**src/rtl/viterbi_pkg.sv**
```systemverilog
// Shared types and trellis helpers for the K=3, rate-1/2 Viterbi frame sequencer.
// Trellis convention: next = {u, cur[1]}, so the predecessor of s is {s[0], d[s]}.
package viterbi_pkg;

  typedef enum logic [2:0] {
    CLR,
    ACQ,
    DRAIN,
    TB,
    OUT
  } state_t;

  localparam int NUM_STATES = 4;
  localparam int SW = $clog2(NUM_STATES);

  function automatic logic [SW-1:0] tb_prev(input logic [SW-1:0] s,
                                            input logic [NUM_STATES-1:0] d);
    return {s[0], d[s]};
  endfunction

endpackage

```
**src/rtl/viterbi_ctrl.sv**
```systemverilog
// Frame sequencer: acquires FRAME_LEN symbol pairs, drives ACS and survivor writes,
// traces back from the best end state, then streams the decoded bits in time order.
module viterbi_ctrl
  import viterbi_pkg::*;
#(
  parameter int FRAME_LEN = 16,
  parameter int AW        = $clog2(FRAME_LEN)
) (
  input  logic                  clk,
  input  logic                  reset,
  input  logic                  sym_valid,
  output logic                  sym_ready,
  input  logic                  cx0,
  input  logic                  cx1,
  output logic                  cx0_q,
  output logic                  cx1_q,
  output logic                  pm_clear,
  output logic                  acs_en,
  output logic                  sm_we,
  output logic [AW-1:0]         sm_addr,
  input  logic [NUM_STATES-1:0] sm_rdata,
  input  logic [SW-1:0]         best_state,
  output logic                  bit_valid,
  input  logic                  bit_ready,
  output logic                  bit_out,
  output logic                  bit_last,
  output logic                  busy
);

  localparam int CW = AW + 1;
  localparam logic [CW-1:0] LAST = CW'(FRAME_LEN - 1);

  state_t               state_reg;
  logic [CW-1:0]        cnt_reg;
  logic [SW-1:0]        tb_state_reg;
  logic [FRAME_LEN-1:0] buf_reg;

  logic [SW-1:0]        tb_cur;
  logic [SW-1:0]        tb_next;
  logic [AW-1:0]        out_idx_next;
  logic                 cnt_last;

  // The first traceback step starts from the datapath's best end state.
  always_comb begin
    tb_cur       = (cnt_reg == '0) ? best_state : tb_state_reg;
    tb_next      = tb_prev(tb_cur, sm_rdata);
    out_idx_next = cnt_reg[AW-1:0] + AW'(1);
    cnt_last     = (cnt_reg == LAST);
  end

  // During traceback sm_addr equals FRAME_LEN-1-j, which is also the bit's slot.
  always_ff @(posedge clk) begin
    if (state_reg == TB) begin
      buf_reg[sm_addr] <= tb_cur[1];
    end
  end

  always_ff @(posedge clk) begin
    if (reset) begin
      state_reg    <= CLR;
      cnt_reg      <= '0;
      tb_state_reg <= '0;
      sym_ready    <= 1'b0;
      cx0_q        <= 1'b0;
      cx1_q        <= 1'b0;
      pm_clear     <= 1'b1;
      acs_en       <= 1'b0;
      sm_we        <= 1'b0;
      sm_addr      <= '0;
      bit_valid    <= 1'b0;
      bit_out      <= 1'b0;
      bit_last     <= 1'b0;
      busy         <= 1'b0;
    end else begin
      pm_clear <= 1'b0;
      acs_en   <= 1'b0;
      sm_we    <= 1'b0;
      unique case (state_reg)
        CLR: begin
          state_reg <= ACQ;
          cnt_reg   <= '0;
          sym_ready <= 1'b1;
          busy      <= 1'b0;
        end
        ACQ: begin
          if (sym_valid && sym_ready) begin
            cx0_q   <= cx0;
            cx1_q   <= cx1;
            acs_en  <= 1'b1;
            sm_we   <= 1'b1;
            sm_addr <= cnt_reg[AW-1:0];
            busy    <= 1'b1;
            if (cnt_last) begin
              state_reg <= DRAIN;
              sym_ready <= 1'b0;
              cnt_reg   <= '0;
            end else begin
              cnt_reg <= cnt_reg + CW'(1);
            end
          end
        end
        DRAIN: begin
          state_reg <= TB;
          sm_addr   <= LAST[AW-1:0];
        end
        TB: begin
          tb_state_reg <= tb_next;
          if (cnt_last) begin
            // buf_reg[0] is written on this same edge, so forward it directly.
            state_reg <= OUT;
            cnt_reg   <= '0;
            sm_addr   <= '0;
            bit_valid <= 1'b1;
            bit_out   <= tb_cur[1];
            bit_last  <= 1'b0;
          end else begin
            cnt_reg <= cnt_reg + CW'(1);
            sm_addr <= sm_addr - AW'(1);
          end
        end
        OUT: begin
          if (bit_ready) begin
            if (cnt_last) begin
              state_reg <= CLR;
              cnt_reg   <= '0;
              pm_clear  <= 1'b1;
              bit_valid <= 1'b0;
              bit_last  <= 1'b0;
            end else begin
              cnt_reg  <= cnt_reg + CW'(1);
              bit_out  <= buf_reg[out_idx_next];
              bit_last <= ((cnt_reg + CW'(1)) == LAST);
            end
          end
        end
        default: begin
          state_reg <= CLR;
        end
      endcase
    end
  end

endmodule

```
**config.mk**
```make
export PLATFORM = sky130hd
export DESIGN_NAME = viterbi_ctrl
export DESIGN_NICKNAME = d
export VERILOG_FILES = /design/src/rtl/viterbi_pkg.sv /design/src/rtl/viterbi_ctrl.sv
export SDC_FILE = /design/constraint.sdc
export NUM_CORES = 1
export LEC_CHECK = 0
export CAP_MARGIN = 20
export CORE_MARGIN = 3
export CORE_UTILIZATION = 50
export DETAILED_ROUTE_END_ITERATION = 7
export GPL_TIMING_DRIVEN = 0
export PLACE_DENSITY = 0.72
export SYNTH_ARGS = -nofsm -noshare
export SYNTH_HDL_FRONTEND = slang
export SYNTH_SLANG_ARGS = --single-unit
```
**constraint.sdc**
```tcl
create_clock -name clk -period 2.3 [get_ports clk]
set_clock_uncertainty 0.15 [all_clocks]
set_input_delay 0.69 -clock clk [delete_from_list [all_inputs] [get_ports clk]]
set_output_delay 0.69 -clock clk [all_outputs]
set_load 0.05 [all_outputs]
```
# == After elaboration in Yosys (flattened, before gate mapping) ==
# Cells that the tools add are included.
# totals
elab_cells,92
out_inout_bits,14
input_bits,12
regBits,39
# op_classes
muxes,40
eq_ne,12
addsub,3
n_bitwise,1
n_reduce_logical,18
magnitude_cmp,4
# op_table
op,count
5-bit case mux with 4 select lines,1
1-bit two-way mux,17
16-bit bitwise mux,1
3-bit two-way mux,5
5-bit two-way mux,3
3-bit case mux with 5 select lines,1
"2-bit inequality test, second input constant",6
4-bit case mux with 3 select lines,1
"5-bit by 4-bit == test with 1-bit output, second input constant",2
"4-bit by 5-bit less-than comparator with 1-bit output, second input constant",2
1-bit case mux with 2 select lines,5
3-bit AND reduction,3
4-bit two-way mux,2
4-bit AND reduction,2
"3-bit by 2-bit == test with 1-bit output, second input constant",2
2-bit AND reduction,3
"5-bit by 1-bit adder with 5-bit output, second input constant",1
5-bit zero test,1
5-bit AND reduction,1
"4-bit by 1-bit adder with 4-bit output, second input constant",1
1-bit binary-select mux with 4-bit select,1
1-bit demux with 4-bit select,1
"4-bit by 1-bit greater-or-equal comparator with 1-bit output, second input constant",1
2-bit nonzero test,2
other kinds (12),13

# == Logic depth before layout (Yosys ltp) ==
# Gate-level depths: netlist of the first run.
# depth
word_depth,6
mapped_depth,8
mapped_depth_nobuf,7

# == Worst setup path before layout of the first run ==
# OpenSTA, ideal clock, no wires.
# synth_timing
path_kind,reg-to-reg
startpoint,reg cnt_reg[0]
endpoint,reg bit_out
path_buffers,1
setup_ns,0.120
slack_ns,0.222
synth_period_minus_slack_ns,2.078
required_time_ns,2.030
t_arrival_ns,1.808
path_stages_with_launch,7
path_cell_list,dfxtp_1 -> buf_6 -> inv_1 -> ha_1 -> mux4_1 -> mux4_2 -> o31a_1
# synth_via
elab_chain_len,6
elab_cells_between_ends,13
classes_between,1 x add/sub; 3 x eq/ne; 7 x mux; 2 x reduce/logical
# synth_rtl
element,line,rtl
"start, declared",viterbi_ctrl.sv:34,logic [CW-1:0] cnt_reg;
"start signal, assigned",viterbi_ctrl.sv:98,cnt_reg <= cnt_reg + CW'(1);
"start signal, assigned",viterbi_ctrl.sv:117,cnt_reg <= cnt_reg + CW'(1);
"start signal, assigned",viterbi_ctrl.sv:130,cnt_reg <= cnt_reg + CW'(1);
4-bit by 1-bit adder with 4-bit output,viterbi_ctrl.sv:47,out_idx_next = cnt_reg[AW-1:0] + AW'(1);
1-bit binary-select mux with 4-bit select,viterbi_ctrl.sv:131,bit_out <= buf_reg[out_idx_next];
1-bit two-way mux (not written as such),viterbi_ctrl.sv:131,
1-bit two-way mux,viterbi_ctrl.sv:123,if (cnt_last) begin
1-bit two-way mux,viterbi_ctrl.sv:122,if (bit_ready) begin
1-bit case mux with 2 select lines,viterbi_ctrl.sv:78,unique case (state_reg)
"end signal, assigned",viterbi_ctrl.sv:114,bit_out <= tb_cur[1];
"end signal, assigned",viterbi_ctrl.sv:131,
"end, declared",viterbi_ctrl.sv:25,"output logic bit_out,"
# Parallel ways exist; a longest one is shown, timed or not. The select of a mux whose other input is x is not followed.
# A chain may end at the register's enable or synchronous reset.

# == Worst setup path after layout of the first run ==
# layout_timing
startpoint,reg busy
endpoint,out busy
# layout_lines
element,line,rtl
"start, declared",viterbi_ctrl.sv:27,output logic busy
"start signal, assigned",viterbi_ctrl.sv:73,busy <= 1'b0;
"start signal, assigned",viterbi_ctrl.sv:83,busy <= 1'b0;
"start signal, assigned",viterbi_ctrl.sv:92,busy <= 1'b1;
# No word-level cell between the ends.

==> impl_metrics.csv, run 1 <==
group,metric,value,unit
outcome,status,"finished, final reports clean",
worst_setup_path,r2r-start,"cnt_reg[0]",
clock_network,clk_path_buf_depth,2,
global_routing,grt_pass1_vias,1515,
cells_and_area,syn_to_final_growth,25.08,%
placement,numPortBuffers,25,
cells_and_area,largest_reg_flops,16,
clock_network,cts-root-buf,"clkbuf_8",
route,ant_nets,0,
synthesis,synth-edff-count,16,
synthesis,synth.avg_cell_area,9.836,µm²
floorplan,die-height,70.12,µm
global_routing,grt_max_degree,18,
synthesis,postSynthCellCount,209,
worst_setup_path,crit_path_end_kind,"output pin",
floorplan,ios,26,
floorplan,fp.dieArea,0.004917,mm²
worst_setup_path,crit_path_max_incr_delay,0.80,ns
sta,fin_crit_sh,98.46,%
synthesis,netlist_area,0.002056,mm²
power_and_ir_drop,power.density,603.7,mW/mm²
cells_and_area,diodes,0,
synthesis,yosys_warnings,0,
cells_and_area,finalInstanceArea,0.002571,mm²
sta,finalHoldViolations,0,
worst_hold_path,hp-start,"bit_last",
sta,worst_slack,0.03547,ns
synthesis,ys_seq_area_share,45.77,%
clock_network,clock_latency,0.29,ns
synthesis,ys_ff_latch,39,
power_and_ir_drop,pwr-share-seq,47.3,%
route,vias,1674,
route,drc,0,
route,wire_per_inst,15.60,µm
global_routing,grt_pass1_wl,7.527,mm
synthesis,synthTopCellsByArea,"edfxtp_1, dfxtp_1, ha_1, mux4_1, nor2_1",
placement,dp_slack,-0.1582,ns
cells_and_area,fillers,307,
power_and_ir_drop,peakVddDrop,0.3548,mV
placement,gp_congestion,0.8422,
synthesis,yosys.area.top_type,"edfxtp_1",
worst_setup_path,crit_path_start_kind,"flop",
clock_network,cts_tree,"done",
clock_network,postCtsHoldBufs,0,
cells_and_area,mostFrequentLayoutCells,"nor2_1, dfxtp_1, edfxtp_1",
synthesis,synth_top_area_share,23.37,%
worst_hold_path,hold_path_end,"bit_last",
placement,hpwlAfterDp,3.180,mm
worst_setup_path,arrival,1.42,ns
worst_setup_path,path_max_fanout,2,
synthesis,synthArstFlopShare,0,%
power_and_ir_drop,p_switching,320.4,µW
global_routing,track_usage,19.56,%
power_and_ir_drop,p_clk_share,43.5,%
synthesis,ys.flop_type,"dfxtp_1",
sta,period_minus_slack,2.265,ns
cells_and_area,drive_above_1_share,10.25,%
power_and_ir_drop,intPower,1232,µW
placement,placed_area,0.002366,mm²
worst_hold_path,hp-class,"flop to flop",
sta,fmax,0.4416,GHz
worst_setup_path,critPathBufInv,1,
sta,finalMaxSlewViolations,0,
cells_and_area,final_common_cell,"nor2_1",
route,drtPass1Iterations,4,
cells_and_area,multi_input_area,0.001039,mm²
clock_network,clk_pin_slew,0.08,ns
route,drt_iter0_markers,149,
job,maxCapViolCount,0,
sta,setup_tns,0,ns
cells_and_area,fin_nets,264,
floorplan,rows,22,
worst_hold_path,holdPathStages,2,
power_and_ir_drop,comb_power_share,9.2,%
synthesis,ys_types,43,
sta,relSlewSlack,57.85,%
route,wl,4.556,mm
worst_setup_path,cp_top_family,"buffers and inverters",
power_and_ir_drop,p_leak,0.001007,µW
sta,setup_viol,0,
power_and_ir_drop,switching_share,20.64,%
floorplan,die_width,70.12,µm
clock_network,numCtsBuffers,5,
route,via_per_inst,5.733,
worst_setup_path,critPathKind,"flop to output pin",
clock_network,htreeDepth,2,
worst_setup_path,crit_chain,"clkdlybuf4s50_1",
global_routing,antenna_found_initial,0,
sta,tightest_slew,0.6269,ns
cells_and_area,register_area,942.2,µm²
cells_and_area,fin_util,67.69,%
floorplan,core,0.003799,mm²
global_routing,overflow,0,
worst_setup_path,reg2reg_to,"tb_state_reg[0]",
worst_setup_path,r2r_setup_slack,0.08,ns
worst_setup_path,worst_path_max_delay_cell,"clkdlybuf4s50_1",
floorplan,start_util,54.12,%
clock_network,cts_sinks,39,
worst_setup_path,worstRegToRegCells,8,
synthesis,syn_nets,230,
worst_setup_path,worst_ep_required_time,1.46,ns
metal layers:
| layer | track usage (%) | part of all wire (%) | vias up |
|---|---|---|---|
| met5 | 0 | 0 | - |
| met4 | 6.383 | 1.4 | 0 |
| met3 | 4.892 | 5.8 | 6 |
| met2 | 28.65 | 45 | 51 |
| met1 | 28.28 | 48 | 782 |
| li1 | - | - | 835 |
Yosys cell counts (4+ instances only):
cell type	count
nand2_1	15
edfxtp_1	16
mux2i_1	6
nor2_1	26
nand3_1	6
clkbuf_1	10
dfxtp_1	23
nor3_1	11
inv_1	9
nand2b_1	5
o21ai_0	7
a21oi_1	14
mux4_1	4
ha_1	9
nand4_1	5
a311oi_1	4
layout make-up:
| type | instances | share of cell area (%) |
|---|---|---|
| clock buffers | 6 | 2.822 |
| multi-input cells | 147 | 40.39 |
| inverters | 9 | 1.849 |
| well taps | 48 | 2.336 |
| flip-flops and latches | 39 | 36.64 |
| repair buffers | 28 | 10.80 |
| plain buffers | 13 | 2.822 |
| clock inverters | 2 | 2.336 |
power by group through the flow:
stage | sequential [µW] | clock, µW | combinational, µW
6_report | 734 | 675 | 143
5_1_grt | 735 | 719 | 155
4_1_cts | 734 | 688 | 133
3_5_place_dp | 750 | 0 | 127
3_3_place_gp | 749 | 0 | 127
2_1_floorplan | 764 | 0 | 63.5
per-stage QoR:
step	instances	hold WS [ns]	power (µW)
6_report	292	0.3284	1552
5_1_grt	292	0.3857	1609
4_1_cts	289	0.3315	1554
3_5_place_dp	282	0.3205	876.9
3_3_place_gp	282	0.3136	876.3
2_1_floorplan	209	0.3160	827.6
cell families after synthesis:
| family | after synthesis | share of synthesized area [%] |
|---|---|---|
| adder cells (fa/ha/maj) | 9 | 5.478 |
| AO/OA/AOI/OAI | 40 | 12.36 |
| AND/OR/NAND/NOR | 84 | 20.82 |
| multiplexers | 11 | 9.130 |
| flip-flops | 39 | 45.77 |
| XOR/XNOR | 3 | 1.278 |
| buffers and inverters | 23 | 5.173 |
what timing repair did:
action                                  4_1_cts  5_1_grt
endpoints found under the hold margin         0        0
gates resized for setup                      14       10
pin swaps                                     0        0
endpoints found under the setup margin       21        8
setup buffers                                 0        3
how the worst max path moves through the flow:
stage	startpoint	to	slack, ns	depth (start not counted)
after CTS	cnt_reg[0]	tb_state_reg[0]	-0.01	8
after global placement	sym_valid	cnt_reg[4]	-0.15	5
after floorplan	cnt_reg[0]	bit_out	0.22	6
after global routing	cnt_reg[0]	tb_state_reg[0]	-0.05	8
final	busy	busy	0.04	1
after detailed placement	best_state[1]	tb_state_reg[0]	-0.16	5
Note: power is estimated with default switching activity, not from simulation.
==> run 2: changes to the inputs <==
- CAP_MARGIN: 20 -> unset
==> results of run 2 <==
Same layout as run 1: the final DEF is identical, and so are final timing and power.
==> run 3: changes to the inputs <==
- CAP_MARGIN: unset -> 20
==> results of run 3 <==
Same layout as run 1: the final DEF is identical, and so are final timing and power.
